File: config.mk
export PLATFORM = sky130hd
export DESIGN_NAME = vga_fb_arbiter
export DESIGN_NICKNAME = d
export VERILOG_FILES = /design/src/rtl/vga_fb_arbiter.sv
export SDC_FILE = /design/constraint.sdc
export NUM_CORES = 1
export LEC_CHECK = 0
export CAP_MARGIN = 20
export CORE_MARGIN = 5
export CORE_UTILIZATION = 36
export DETAILED_ROUTE_END_ITERATION = 8
export GPL_TIMING_DRIVEN = 1
export PLACE_DENSITY = 0.86
export RECOVER_POWER = 100
export SETUP_SLACK_MARGIN = 0.5
export SLEW_MARGIN = 25
export SYNTH_ARGS = -nofsm -noshare
export SYNTH_HDL_FRONTEND = slang
export SYNTH_SLANG_ARGS = --single-unit
File: constraint.sdc
create_clock -name pclk -period 1.3 [get_ports pclk]
set_input_delay 0.195 -clock pclk [delete_from_list [all_inputs] [get_ports pclk]]
set_output_delay 0.195 -clock pclk [all_outputs]
set_load 0.02 [all_outputs]
File: src/rtl/vga_fb_arbiter.sv
`default_nettype none
// ============================================================================
// Module   : vga_fb_arbiter
// Brief    : Single-port tile frame-buffer owner. Streams display reads
//            during active video and emits pipelined RGB with realigned syncs.
//            Round-robins the two writers onto the RAM port during blanking.
// Revision : 1.0 - initial release
// ============================================================================
module vga_fb_arbiter #(
    parameter int FB_DEPTH = 19200,
    parameter int RD_LAT   = 1
) (
    input  logic        pclk,
    input  logic        reset,
    input  logic        valid,
    input  logic        hsync_in,
    input  logic        vsync_in,
    input  logic [9:0]  h_cnt,
    input  logic [9:0]  v_cnt,
    input  logic        req0,
    input  logic        req1,
    input  logic [14:0] addr0,
    input  logic [14:0] addr1,
    input  logic [11:0] data0,
    input  logic [11:0] data1,
    output logic        gnt0,
    output logic        gnt1,
    output logic [14:0] ram_addr,
    output logic        ram_we,
    output logic [11:0] ram_wdata,
    input  logic [11:0] ram_rdata,
    output logic [3:0]  vga_r,
    output logic [3:0]  vga_g,
    output logic [3:0]  vga_b,
    output logic        hsync,
    output logic        vsync
);

    localparam logic [14:0] c_DEPTH       = 15'(FB_DEPTH);
    // Address register plus RAM latency; the colour register is the last stage.
    localparam int          c_SYNC_STAGES = RD_LAT + 1;

    logic        r_gnt0;
    logic        r_gnt1;
    logic        r_ram_we;
    logic [14:0] r_ram_addr;
    logic [11:0] r_ram_wdata;
    logic        r_rr_req1;
    logic [11:0] r_rgb;
    logic        r_hsync;
    logic        r_vsync;
    logic [2:0]  r_sync [c_SYNC_STAGES];

    logic [14:0] w_tile_row;
    logic [14:0] w_tile_col;
    logic [14:0] w_disp_addr;
    logic        w_elig0;
    logic        w_elig1;
    logic        w_any;
    logic        w_pick1;
    logic [14:0] w_wr_addr;
    logic [11:0] w_wr_data;
    logic        w_unused;

    // row * 160 as shift-and-add, widened to 15 bits before shifting
    assign w_tile_row  = {7'd0, v_cnt[9:2]};
    assign w_tile_col  = {7'd0, h_cnt[9:2]};
    assign w_disp_addr = (w_tile_row << 7) + (w_tile_row << 5) + w_tile_col;
    assign w_unused    = ^{h_cnt[1:0], v_cnt[1:0]};

    // A requester still seeing its grant is ignored so one request is one write.
    always_comb begin
        w_elig0   = req0 & ~r_gnt0;
        w_elig1   = req1 & ~r_gnt1;
        w_any     = w_elig0 | w_elig1;
        w_pick1   = w_elig1 & (~w_elig0 | r_rr_req1);
        w_wr_addr = w_pick1 ? addr1 : addr0;
        w_wr_data = w_pick1 ? data1 : data0;
    end

    always_ff @(posedge pclk or negedge reset) begin
        if (!reset) begin
            r_gnt0      <= 1'b0;
            r_gnt1      <= 1'b0;
            r_ram_we    <= 1'b0;
            r_ram_addr  <= 15'd0;
            r_ram_wdata <= 12'd0;
            r_rr_req1   <= 1'b0;
        end else if (valid) begin
            r_gnt0     <= 1'b0;
            r_gnt1     <= 1'b0;
            r_ram_we   <= 1'b0;
            r_ram_addr <= w_disp_addr;
        end else if (w_any) begin
            r_gnt0      <= ~w_pick1;
            r_gnt1      <= w_pick1;
            r_ram_we    <= (w_wr_addr < c_DEPTH);
            r_ram_addr  <= w_wr_addr;
            r_ram_wdata <= w_wr_data;
            r_rr_req1   <= ~w_pick1;
        end else begin
            r_gnt0   <= 1'b0;
            r_gnt1   <= 1'b0;
            r_ram_we <= 1'b0;
        end
    end

    // {valid, hsync, vsync} travel alongside the read so colour and syncs align.
    always_ff @(posedge pclk or negedge reset) begin
        if (!reset) begin
            for (int i = 0; i < c_SYNC_STAGES; i++) begin
                r_sync[i] <= 3'b000;
            end
            r_rgb   <= 12'd0;
            r_hsync <= 1'b0;
            r_vsync <= 1'b0;
        end else begin
            r_sync[0] <= {valid, hsync_in, vsync_in};
            for (int i = 1; i < c_SYNC_STAGES; i++) begin
                r_sync[i] <= r_sync[i-1];
            end
            r_rgb   <= r_sync[c_SYNC_STAGES-1][2] ? ram_rdata : 12'd0;
            r_hsync <= r_sync[c_SYNC_STAGES-1][1];
            r_vsync <= r_sync[c_SYNC_STAGES-1][0];
        end
    end

    assign gnt0      = r_gnt0;
    assign gnt1      = r_gnt1;
    assign ram_we    = r_ram_we;
    assign ram_addr  = r_ram_addr;
    assign ram_wdata = r_ram_wdata;
    assign vga_r     = r_rgb[11:8];
    assign vga_g     = r_rgb[7:4];
    assign vga_b     = r_rgb[3:0];
    assign hsync     = r_hsync;
    assign vsync     = r_vsync;

endmodule
`default_nettype wire
---- After elaboration in Yosys (flattened, before gate mapping) ----
Index checks and enable logic that the tools add are counted.
storage, ports and cells
  input bits .............................. 93
  bits in latches ......................... 0
  bits in read-only memories .............. 0
  logic and storage cells ................. 37
  memories ................................ 0
  bits in writable memories ............... 0
  register bits ........................... 51
  output and inout bits ................... 44
cells by class
  equality and inequality tests ........... 0
  add/subtract/negate cells ............... 2
  $lt $le $gt $ge ......................... 1
  multipliers ............................. 0
  reduce and logical (&&, ||, !) cells .... 2
  div/mod/pow operators ................... 0
  mux-type cells .......................... 11
  shifts and indexed selects .............. 0
  bitwise gates (word level) .............. 10
operator list
  kind                    number
  $mux W15                3
  $mux W12                2
  $add A15 B13 Y15        1
  $add A15 B8 Y15         1
  $lt A15 B15 Y1 const B  1
  $mux W1                 6
  $not A1 Y1              5
  $and A1 B1 Y1           3
  $or A1 B1 Y1            2
  $reduce_and A2 Y1       1
  $reduce_bool A2 Y1      1

---- Longest topological paths before layout ----
Gate-level depths: netlist of the first run.
  depth in word-level cells ............... 9
  mapped depth ............................ 9
  depth with buffers taken out ............ 9

---- Worst setup path before layout of the first run ----
OpenSTA, ideal clock, no wires.
  path kind ............................... in2reg
  from .................................... input port h_cnt[9]
  to ...................................... register r_ram_addr[14], in the netlist ram_addr[14]
  slack ................................... -984 ps
  buffers on the path ..................... 0
  cell stages on the path ................. 9
  arrival time ............................ 2158 ps
  data required time ...................... 1174 ps
  library setup time ...................... 126 ps
  path through ............................ inv_1 > fa_1 > inv_1 > fa_1 > a211oi_2 > o21ai_1 > a31oi_1 > xnor2_1 > a221o_1
on the way
  cells in the longest elaborated chain, start to end .. 2
RTL lines
  item                  line  text
  start, declared       18    input logic [9:0] h_cnt,
  $add A15 B8 Y15       68    assign w_disp_addr = (w_tile_row << 7) + (w_tile_row << 5) + w_tile_col;
  $mux W15              89    end else if (valid) begin
  end signal, assigned  93    r_ram_addr <= w_disp_addr;
  end signal, assigned  98    r_ram_addr <= w_wr_addr;
  end, declared         46    logic [14:0] r_ram_addr;
Every way passes these cells.
A chain may end at the register's enable or synchronous reset.

---- Worst setup path after layout of the first run ----
  from .................................... input port v_cnt[3]
  to ...................................... register r_ram_addr[14], in the netlist ram_addr[14]
on the way
  cells in the longest elaborated chain, start to end .. 3
RTL lines
  item              line  text
  start, declared   19    input logic [9:0] v_cnt,
  $add A15 B13 Y15  68
  $add A15 B8 Y15   68
  $mux W15          89
Every way passes these cells.

==> parameters.txt, run 1 <==
Parameter                              Value

Logic synthesis
  Most instantiated library cell after synthesis    dfrtp_1
  Synth unique cells    39
  Number of storage elements in the synthesis netlist    51
  Cell type with the highest aggregate area in the netlist    dfrtp_1
  Number of flops mapped to enable cells by yosys    0
  Avg Synthesized Cell Area    11.19 um2
  Yosys Warn Count    0
  Most frequent cells after synthesis    51 x dfrtp_1, 27 x o21ai_0, 26 x mux2i_1, 15 x ha_1, 15 x nand2_1
  Portion of synthesized cell area occupied by the leading cell type    49.16%
  Synthesized instance count    232
  Synthesized Nets    342
  Post-synth top flop    dfrtp_1
  Synthesized area    2596 um2
  Share of the yosys chip area belonging to registers    49.16%
  Most area-consuming cells after synthesis    dfrtp_1 49%, mux2i_1 10%, ha_1 7.2%
  Proportion of register bits with asynchronous set or reset after synthesis    100.0%

Clock tree
  Number of CTS-inserted buffers    5
  Insertion delay of the later-clocked pin in the worst-skew pair    310 ps
  Clk sinks    51
  CTS H-Tree Depth    2
  Clock transition time at the flip-flop clock pins of the worst setup and hold paths    100 ps
  CTS tree    yes
  CTS Root Cell    clkbuf_8
  Maximum count of clock buffers along a single path    2

Worst setup path
  Setup crit start kind    input pin
  Data arrival at the endpoint of the critical path    2210 ps
  Crit Path Category    input pin to register
  Category of the worst setup path capture point    register
  Req. time, crit path    1500 ps
  Crit-path max cell delay    410 ps
  Critical Path, Cell by Cell    clkdlybuf4s15_1 -> ha_4 -> ha_4 -> fa_2 -> a211oi_2 -> o21ai_1 -> a31oi_1 -> xnor2_1 -> a221o_1
  Largest fanout on the critical path    2
  Slowest stage cell on the critical path    fa_2
  Most frequent cell on the critical path    ha_4

Detailed routing
  DRC    0
  Routed vias    2581
  Detailed-route wire length    9250 um
  Detailed-router iteration count before antenna repair    6
  Post-route ant nets    0
  Number of DRC markers after the initial detailed-route iteration    103
  Per-cell via count in the routed design    4.907
  Wire per inst    17.59 um

Timing
  Slew Limit Fails    0
  Time the final worst path needs with I/O delays and setup    2006 ps
  Peak clock frequency supported by timing    498.6 MHz
  Period utilisation layout    154.3%
  Largest clock skew in the final design    7.687 ps
  Final Hold Fails    0
  Transition time at the pin with the least slew margin    731.3 ps
  Worst path setup slack after routing    -705.5 ps
  Rel. slew slack    51.24%
  Setup repair after global routing missed its margin    true
  Final number of setup-violating endpoints    30
  Worst Hold Margin    358.6 ps

Global route
  Total routing resource utilization after global routing    18.74%
  Pin count of the biggest net entering global routing    31
  Number of antenna violations at the first check in global routing    0
  Vias in the first global route    2663
  Global-route wire length before repair    13000 um
  Congestion Overflow GR    0

Power
  Pleak    2.153 nW
  Switching fraction of total power    34.06%
  Cell-internal power    3.296 mW
  Register share of total power    38.1%
  Switching component of the power    1.702 mW
  Total Power Consumption    4.999 mW
  VDD IR max    0.5422 mV
  Clk pwr share    19.3%
  Combinational cell fraction of total power    42.6%
  Power density over cell area    1016 nW/um2

Finish
  Syn-to-layout area delta    89.54%
  Antenna fix cells    0
  Fraction of final layout cells sized beyond drive strength 1    38.41%
  Final-stage net count    536
  Cell area after layout    4921 um2

Placement
  Routability-driven placement congestion ratio    0.8730
  Total of buffers placed on input and output ports    132
  Area post-placement    4289 um2
  Detailed-placement wirelength estimate    6167 um

Run
  Maximum Capacitance Violations    0

Floorplan
  Die height    94.92 um
  Starting density of the core    36.38%
  Floorplan die area    9010 um2
  Area of the core region    7137 um2
  Number of rows in the core area    31
  Number of primary I/O pins    137
  DIE WIDTH    94.92 um

Status
  Violated checks    negative setup slack
  Run status    finished, violations left

Worst hold path
  Worst min-delay path class    register to register
==> critical path, delay by kind of cell <==
kind / cells / cell delay (ps)
buffers and inverters: 1 / 240
adders and majority gates: 3 / 840
AOI/OAI and AO/OA: 4 / 830
xor gates and xnor gates: 1 / 90
==> worst paths after layout <==
kind / start / to / slack (ps) / depth (start not counted)
hold reg to reg: r_sync[5]$_DFF_PN0_ / r_sync[2]$_DFF_PN0_ / 360 / 0
min in group asynchronous: reset / ram_addr[13]$_DFFE_PN0P_ / 520 / 3
max in group asynchronous: reset / gnt1$_DFF_PN0_ / 180 / 3
setup reg to reg: gnt0$_DFF_PN0_ / ram_addr[12]$_DFFE_PN0P_ / -260 / 5
setup / recovery: v_cnt[3] / ram_addr[14]$_DFFE_PN0P_ / -710 / 9
hold / removal: r_sync[5]$_DFF_PN0_ / r_sync[2]$_DFF_PN0_ / 360 / 0
==> per-stage QoR <==
step           TNS [ps]  setup WS [ps]  instances  util [%]
4_1_cts           -4866         -764.6        506     67.02
3_5_place_dp     -19240          -1519        485     60.10
3_3_place_gp     -17870          -1436        485     60.10
6_report          -7089         -705.5        526     68.95
2_1_floorplan     -5433         -788.2        232         -
5_1_grt           -9193         -819.5        526     68.95
==> cell type report <==
type / count / area (um2)
inverters: 6 / 30.03
well taps: 99 / 123.9
fillers: 550 / 2216
repair buffers: 198 / 1703
multi-input cells: 164 / 1688
clock inverters: 3 / 28.78
clock buffers: 5 / 68.82
flip-flops and latches: 51 / 1279
==> layer usage <==
| metal | wire length [um] | GRT usage [%] | up-vias |
|---|---|---|---|
| met5 | 0 | 0 | - |
| met4 | 187 | 5.409 | 0 |
| met3 | 456 | 3.665 | 16 |
| met2 | 5364 | 36.70 | 82 |
| met1 | 3241 | 20.02 | 1266 |
| li1 | - | - | 1217 |
==> kinds of logic (layout without fill, tap and decap cells) <==
logic type,Yosys count,count (layout),share of synthesized area (%)
AO/OA/AOI/OAI,63,63,15.76
flip-flops,51,51,49.16
AND/OR/NAND/NOR,50,51,10.02
multiplexers,29,29,11.47
buffers and inverters,18,212,3.470
adder cells (fa/ha/maj),17,17,8.771
XOR/XNOR,4,4,1.350
==> sequential cells by signal (all words and copies together) (netlist names) <==
register,count
ram_addr,15
r_rgb,12
ram_wdata,12
r_sync,6
gnt0,1
gnt1,1
hsync,1
r_rr_req1,1
ram_we,1
vsync,1
==> cells in the final DEF (no fill, tap or decap), drive strengths merged, types with 4 or more instances in the layout <==
cell,n
inv,7
nor2,11
a21o,4
dfrtp,51
ha,15
and2,12
clkbuf,56
buf,62
nand2b,7
mux2i,26
a211oi,4
dlygate4sd2,7
nand2,15
o21ai,30
clkdlybuf4s50,73
a22oi,11
==> repair_timing <==
item | CTS | global route
pin swaps | 25 | 36
hold endpoints to repair | 51 | 0
hold buffers | 1 | 0
gates resized for setup | 336 | 65
buffers inserted | 11 | 15
gates cloned | 1 | 5
endpoints found under the setup margin | 80 | 117
==> power by group through the flow <==
stage	logic, mW	clock network (mW)	registers, mW
detailed placement	1.76	0	1.92
global route	2.28	1.05	1.93
CTS	2.02	0.998	1.92
floorplan	0.624	0	2.12
finish	2.13	0.966	1.90
global placement	1.71	0	1.90
(Power assumes the default switching activity.)
==> run 2: changes to the inputs <==
--- a/config.mk
+++ b/config.mk
@@ -12,6 +12,7 @@
 export GPL_TIMING_DRIVEN = 1
 export PLACE_DENSITY = 0.86
 export RECOVER_POWER = 100
+export REMOVE_ABC_BUFFERS = 1
 export SETUP_SLACK_MARGIN = 0.5
 export SLEW_MARGIN = 25
 export SYNTH_ARGS = -nofsm -noshare
==> run 2 against run 1 <==
  * The run still ends with negative setup slack left
  * Global-route usage up 0.57 points
  * Die area unchanged
  * Hold slack worse by 7.7 ps
  * Worst setup slack worse by 74 ps
  * Cell count down 0.76%
  * Wire length down 2.1%
  * Core utilization down 3.8 points
  * Via count up 0.43%
  * Largest power group unchanged
==> parameters.txt, run 2 (synthesis gave the netlist of run 1 again) <==
Parameter                              Value

Timing
  Largest clock skew in the final design    7.780 ps
  Period utilisation layout    160.0%
  Worst path setup slack after routing    -779.4 ps
  Final number of setup-violating endpoints    30
  Rel. slew slack    52.90%
  Setup repair after global routing missed its margin    true
  Slew Limit Fails    0
  Peak clock frequency supported by timing    480.9 MHz
  Final Hold Fails    0
  Time the final worst path needs with I/O delays and setup    2079 ps
  Transition time at the pin with the least slew margin    706.5 ps

Global route
  Total routing resource utilization after global routing    19.30%
  Vias in the first global route    2785
  Congestion Overflow GR    0
  Global-route wire length before repair    13540 um
  Pin count of the biggest net entering global routing    52
  Number of antenna violations at the first check in global routing    0

Detailed routing
  Max Used Layer    met4
  Post-route ant nets    0
  Per-cell via count in the routed design    4.966
  Routed vias    2592
  DRC    0
  Number of DRC markers after the initial detailed-route iteration    77
  Met3 WL post-DR    584 um
  Detailed-router iteration count before antenna repair    4
  M1 wire length    3209 um
  Met2 wire length    5040 um
  Detailed-route wire length    9054 um
  Wire per inst    17.34 um

Worst setup path
  Category of the worst setup path capture point    register
  Number of buffers and inverters on the critical path    3
  Data arrival at the endpoint of the critical path    2260 ps
  Slowest stage cell on the critical path    fa_1
  Crit-path max cell delay    560 ps
  Cell type group with the largest total delay on the critical path    adder cells
  Critical Path, Cell by Cell    buf_6 -> inv_4 -> fa_1 -> inv_2 -> fa_2 -> a211oi_4 -> o21ai_1 -> a31oi_1 -> xnor2_1 -> a221o_1
  Largest fanout on the critical path    2
  Req. time, crit path    1480 ps
  Crit Path Category    input pin to register
  Setup crit start kind    input pin

Run
  Maximum Capacitance Violations    0

Placement
  Post-placement worst setup slack    -1626 ps
  Routability-driven placement congestion ratio    0.8231
  Cell count after placement    489
  Total of buffers placed on input and output ports    132
  Detailed-placement wirelength estimate    6247 um

Clock tree
  Number of CTS-inserted buffers    5
  Clock transition time at the flip-flop clock pins of the worst setup and hold paths    100 ps
  CTS Root Cell    clkbuf_8
  Clk sinks    51
  CTS H-Tree Depth    2
  Maximum count of clock buffers along a single path    2
  CTS tree    yes
  Insertion delay of the later-clocked pin in the worst-skew pair    300 ps

Worst hold path
  Worst min-delay path class    input pin to register

Finish
  Syn-to-layout area delta    79.08%
  Commonest non-fill, non-tap cell in the layout    clkdlybuf4s50_1
  Top library cells by usage in the layout, fill and taps aside    77 x clkdlybuf4s50_1, 51 x dfrtp_1, 45 x clkbuf_1
  Antenna fix cells    0
  Fraction of final layout cells sized beyond drive strength 1    26.95%
  Flip-flop count of the largest register, all copies and words added    15
  Final standard cell count with taps included and fillers excluded    522
  Final-stage net count    532

Floorplan
  DIE WIDTH    94.92 um
  Area of the core region    7137 um2
  Number of primary I/O pins    137
  Starting density of the core    36.38%
  Die height    94.92 um
  Number of rows in the core area    31
  Floorplan die area    9010 um2

Power
  Cell-internal power    3.376 mW
  Switching fraction of total power    31.98%
  Switching component of the power    1.587 mW
  Total Power Consumption    4.964 mW
  VDD IR max    0.6437 mV
  Clk pwr share    22.6%
  Register share of total power    37.9%
  Power density over cell area    1068 nW/um2
  Combinational cell fraction of total power    39.5%
  Pleak    2.067 nW

Status
  Violated checks    negative setup slack
  Run status    finished, violations left
run 2: cell types whose count changed in the layout (fill, tap and decap cells not counted), sizes merged:
cell and change:
nor2 -1, clkdlybuf4s50 +4, clkinv -2, clkbuf -3, dlygate4sd2 -5, buf +2
bufinv +1
run 2: layer usage:
layer	GRT usage, %	up-vias
met3	5.578	19
met4	4.808	0
met1	21.16	1266
met5	0	-
met2	36.23	105
li1	-	1202
run 2: area by class of cell:
type                            count  area [um2]
Clock inverter                      2       38.79
Fill cell                         579        2487
Clock buffer                        6       72.57
Multi-Input combinational cell    163        1446
Sequential cell                    51        1276
Timing Repair Buffer              195        1667
Tap cell                           99       123.9
Inverter                            6       25.02
run 2: final timing paths:
| path | startpoint | endpoint | slack (ps) | depth (start not counted) |
|---|---|---|---|---|
| min in group asynchronous | reset | r_rgb[5]$_DFF_PN0_ | 590 | 3 |
| max in group asynchronous | reset | ram_wdata[10]$_DFFE_PN0P_ | 250 | 3 |
| setup / recovery | h_cnt[9] | ram_addr[14]$_DFFE_PN0P_ | -780 | 10 |
| hold / removal | valid | r_sync[5]$_DFF_PN0_ | 350 | 2 |
| setup reg to reg | gnt1$_DFF_PN0_ | ram_addr[13]$_DFFE_PN0P_ | -320 | 6 |
| hold reg to reg | r_sync[1]$_DFF_PN0_ | hsync$_DFF_PN0_ | 360 | 0 |
run 2: repair_timing:
item,in CTS,in global routing
cloned,2,2
setup buffers,11,9
endpoints found under the setup margin,83,76
hold endpoints to repair,51,0
gates resized for setup,349,25
pin swaps,19,11
hold buffers,1,0
run 2: metrics by stage:
stage / setup TNS [ps] / hold slack, ps / area (um2) / util (%)
2_1_floorplan: -13380 / -100.6 / 2529 / -
3_3_place_gp: -19620 / 210.8 / 4279 / 59.96
3_5_place_dp: -21280 / 211.0 / 4279 / 59.96
4_1_cts: -6180 / 321.8 / 4782 / 67.01
5_1_grt: -11010 / 356.9 / 4649 / 65.15
6_report: -8422 / 350.9 / 4649 / 65.15
run 2: power by group through the flow:
stage / Sequential, mW / Combinational, mW / Clock, mW
after floorplan: 2.12 / 0.523 / 0
after detailed placement: 1.92 / 1.74 / 0
final: 1.88 / 1.96 / 1.12
after global placement: 1.90 / 1.70 / 0
after global routing: 1.91 / 2.10 / 1.22
after CTS: 1.92 / 2.04 / 1.14
==> RTL edit: new RTL, settings of run 2 <==
Reset style: synchronous (`reset`), changed in 2 clocked blocks.
--- a/src/rtl/vga_fb_arbiter.sv
+++ b/src/rtl/vga_fb_arbiter.sv
@@ -80,3 +80,3 @@
 
-    always_ff @(posedge pclk or negedge reset) begin
+    always_ff @(posedge pclk) begin
         if (!reset) begin
@@ -108,3 +108,3 @@
     // {valid, hsync, vsync} travel alongside the read so colour and syncs align.
-    always_ff @(posedge pclk or negedge reset) begin
+    always_ff @(posedge pclk) begin
         if (!reset) begin
Behaviour: differs if reset is asserted again (counterexample within 4 cycles, from zero or initial values and one cycle with reset low); with reset held inactive, the same outputs for 10 cycles.
==> RTL edit against run 2 <==
- the run still ends with negative setup slack left
- synthesized area is 2.5% lower
- sequential share of layout area is 7.7 points lower
- final area is 18% higher
- largest cell class unchanged
- critical path type unchanged
- die area is 2.2% lower
- sequential cell count stayed put
- setup slack better by 0.16 ns
- routed wire length is 31% higher
- total power is 1.0% lower
==> RTL edit: results (changes against run 2) <==
| Parameter | This run | vs run 2 |
|---|---|---|
| Synthesis Warnings | 0 | unchanged |
| Max reg flops | 15 | unchanged |
| Worst endpoint data arrival time | 2.11 ns | -0.15 ns |
| Number of port buffers | 132 | unchanged |
| Register-to-Register Setup Slack | -0.44 ns | -0.12 ns |
| Synth Area in XOR/XNOR | 2.42% | +1.1 points |
| Iteration-0 DRC count of the detailed router | 178 | +130% |
| Final setup skew | 0.00932 ns | +0.00154 ns |
| Worst Hold Margin | 0.273 ns | -0.0778 ns |
| Post-synth cell types | 33 | -15% |
| Detailed-route via count | 2,907 | +12% |
| Multiplexer share of the synthesized area | 8.30% | -3.2 points |
| Worst-case setup margin in the final layout | -0.618 ns | +0.162 ns |
| Post-synthesis share of cell area spent on full adders, half adders and majority gates | 8.99% | +0.22 points |
| Number of antenna violations at the first check in global routing | 0 | unchanged |
| GRT Util Overall | 21.8% | +2.5 points |
| Most common library cells after synthesis | sky130_fd_sc_hd__dfxtp_1 (51), sky130_fd_sc_hd__mux2i_1 (21), sky130_fd_sc_hd__o21ai_0 (19), sky130_fd_sc_hd__ha_1 (15), sky130_fd_sc_hd__nand2_1 (15) |  |
| Detailed Routing Iterations Pass 1 | 4 | unchanged |
| Compound-gate portion of the synthesized area | 23.2% | +7.4 points |
| Register area share after synthesis | 40.3% | -8.8 points |
| Worst Min Path Start | v_cnt[2] |  |
| Endpoint of the worst-slack reg-to-reg timing path | ram_addr[9] |  |
| Vias in the first global route | 3,023 | +8.5% |
| Post-DP HPWL | 6030 um | -3.5% |
| Top cells by area, synth | sky130_fd_sc_hd__dfxtp_1 (40%), sky130_fd_sc_hd__mux2i_1 (8.3%), sky130_fd_sc_hd__ha_1 (7.4%) |  |
| Crit Reg-Reg Startpoint | gnt1 |  |
| Routability congestion estimate from global placement | 0.813 | -1.3% |
| Share of post-route cells with drive strength above 1 | 56.8% | +30 points |
| Outcome | finished with violations |  |
| Failing checks | negative setup slack |  |
| Count of final setup violators | 31 | +3.3% |
| Area of placed instances | 0.00419 sq mm | -2.2% |
| Largest driver fanout on the critical path | 2 | unchanged |
| Clock-pin slew on the worst setup and hold paths | 0.11 ns |  |
| First-pass GRT wire length | 14,900 um | +10% |
| Largest net degree at the start of global routing | 27 | -48% |
| Cts bufs inserted | 5 | unchanged |
| Leak pwr | 2.42 nW | +17% |
| Hold-critical path endpoint | ram_addr[5] |  |
| Worst supply voltage drop on vdd | 0.695 mV | +7.9% |
| Number of flops mapped to enable cells by yosys | 0 | unchanged |
| Worst Max-Slew Pin Slew | 0.415 ns | -0.291 ns |
| Layout Nets | 551 | +3.6% |
| Number of instances on the worst hold path | 3 | +1 |
| Total wire length after detailed routing | 11,900 um | +31% |
| Internal power consumption | 0.00331 W | -1.9% |
| Share of flip-flops with an asynchronous set or reset | 0% | -100 points |
| CP max-delay cell | sky130_fd_sc_hd__fa_1 |  |
| Worst R2R Path Depth | 7 | +1 |
-- RTL edit: changes by cell type in the layout (fill, tap and decap cells not counted), moves of 18 or more --
cell and change:
sky130_fd_sc_hd__dfxtp_2 +42, sky130_fd_sc_hd__o21ai_1 -25, sky130_fd_sc_hd__mux2i_1 -18, sky130_fd_sc_hd__clkbuf_1 -45, sky130_fd_sc_hd__buf_6 +48, sky130_fd_sc_hd__dfrtp_1 -51
-- RTL edit: tightest hold or removal path, stage by stage --
cell and delay, ns:
sky130_fd_sc_hd__buf_6 0.08, sky130_fd_sc_hd__ha_2 0.15, sky130_fd_sc_hd__a31o_2 0.14
-- RTL edit: per-layer routing --
metal  share of wire [%]  vias up  track usage, %
met5                   0        -               0
met4                 4.2        0            7.70
met3                 8.3       40            6.49
met2                  51      173            40.0
met1                  36     1394            23.5
li1                    -     1300               -
-- RTL edit: cell families after synthesis --
group / after synthesis
multiplexers: 21
buffers and inverters: 22
AND/OR/NAND/NOR: 54
XOR/XNOR: 7
AO/OA/AOI/OAI: 80
flip-flops: 51
adder cells (fa/ha/maj): 17
-- RTL edit: power groups by stage --
stage | Sequential, W | Combinational (W) | Clock (W)
CTS | 0.00177 | 0.00172 | 0.000983
global placement | 0.00176 | 0.00133 | 0
global route | 0.00179 | 0.00222 | 0.00108
detailed placement | 0.00177 | 0.00136 | 0
floorplan | 0.00188 | 0.000472 | 0
finish | 0.00178 | 0.00213 | 0.00100
-- RTL edit: repair_timing --
action                     in CTS  in global routing
pin swaps                      36                 22
cloned                          6                  2
setup endpoints to repair      95                 77
gates resized for setup       393                 78
buffers inserted               17                  8
-- RTL edit: metrics by stage --
step,setup TNS [ns],setup WS [ns],util (%),instances
after floorplan,-10.22,-0.886,-,236
after global placement,-20.25,-1.45,61.3,497
after detailed placement,-21.33,-1.50,61.3,497
after CTS,-6.45,-0.546,73.0,528
after global routing,-11.47,-0.680,80.2,538
final,-9.93,-0.618,80.2,538
-- RTL edit: worst max-delay path by stage --
stage | startpoint | to | slack [ns] | cells past startpoint
after detailed placement | v_cnt[2] | ram_addr[14] | -1.50 | 10
after CTS | v_cnt[4] | ram_addr[14] | -0.55 | 10
final | v_cnt[4] | ram_addr[11] | -0.62 | 12
after global placement | v_cnt[2] | ram_addr[14] | -1.45 | 10
after global routing | v_cnt[4] | ram_addr[10] | -0.68 | 10
after floorplan | h_cnt[9] | ram_addr[14] | -0.89 | 9
-- RTL edit: area by class of cell --
type	instances	area, sq um
timing repair buffer	198	2250
multi-input combinational	179	1910
fill	380	1350
sequential	51	1080
tap	96	120
clock buffer	5	68.8
clock inverter	3	28.8
inverter	6	25.0
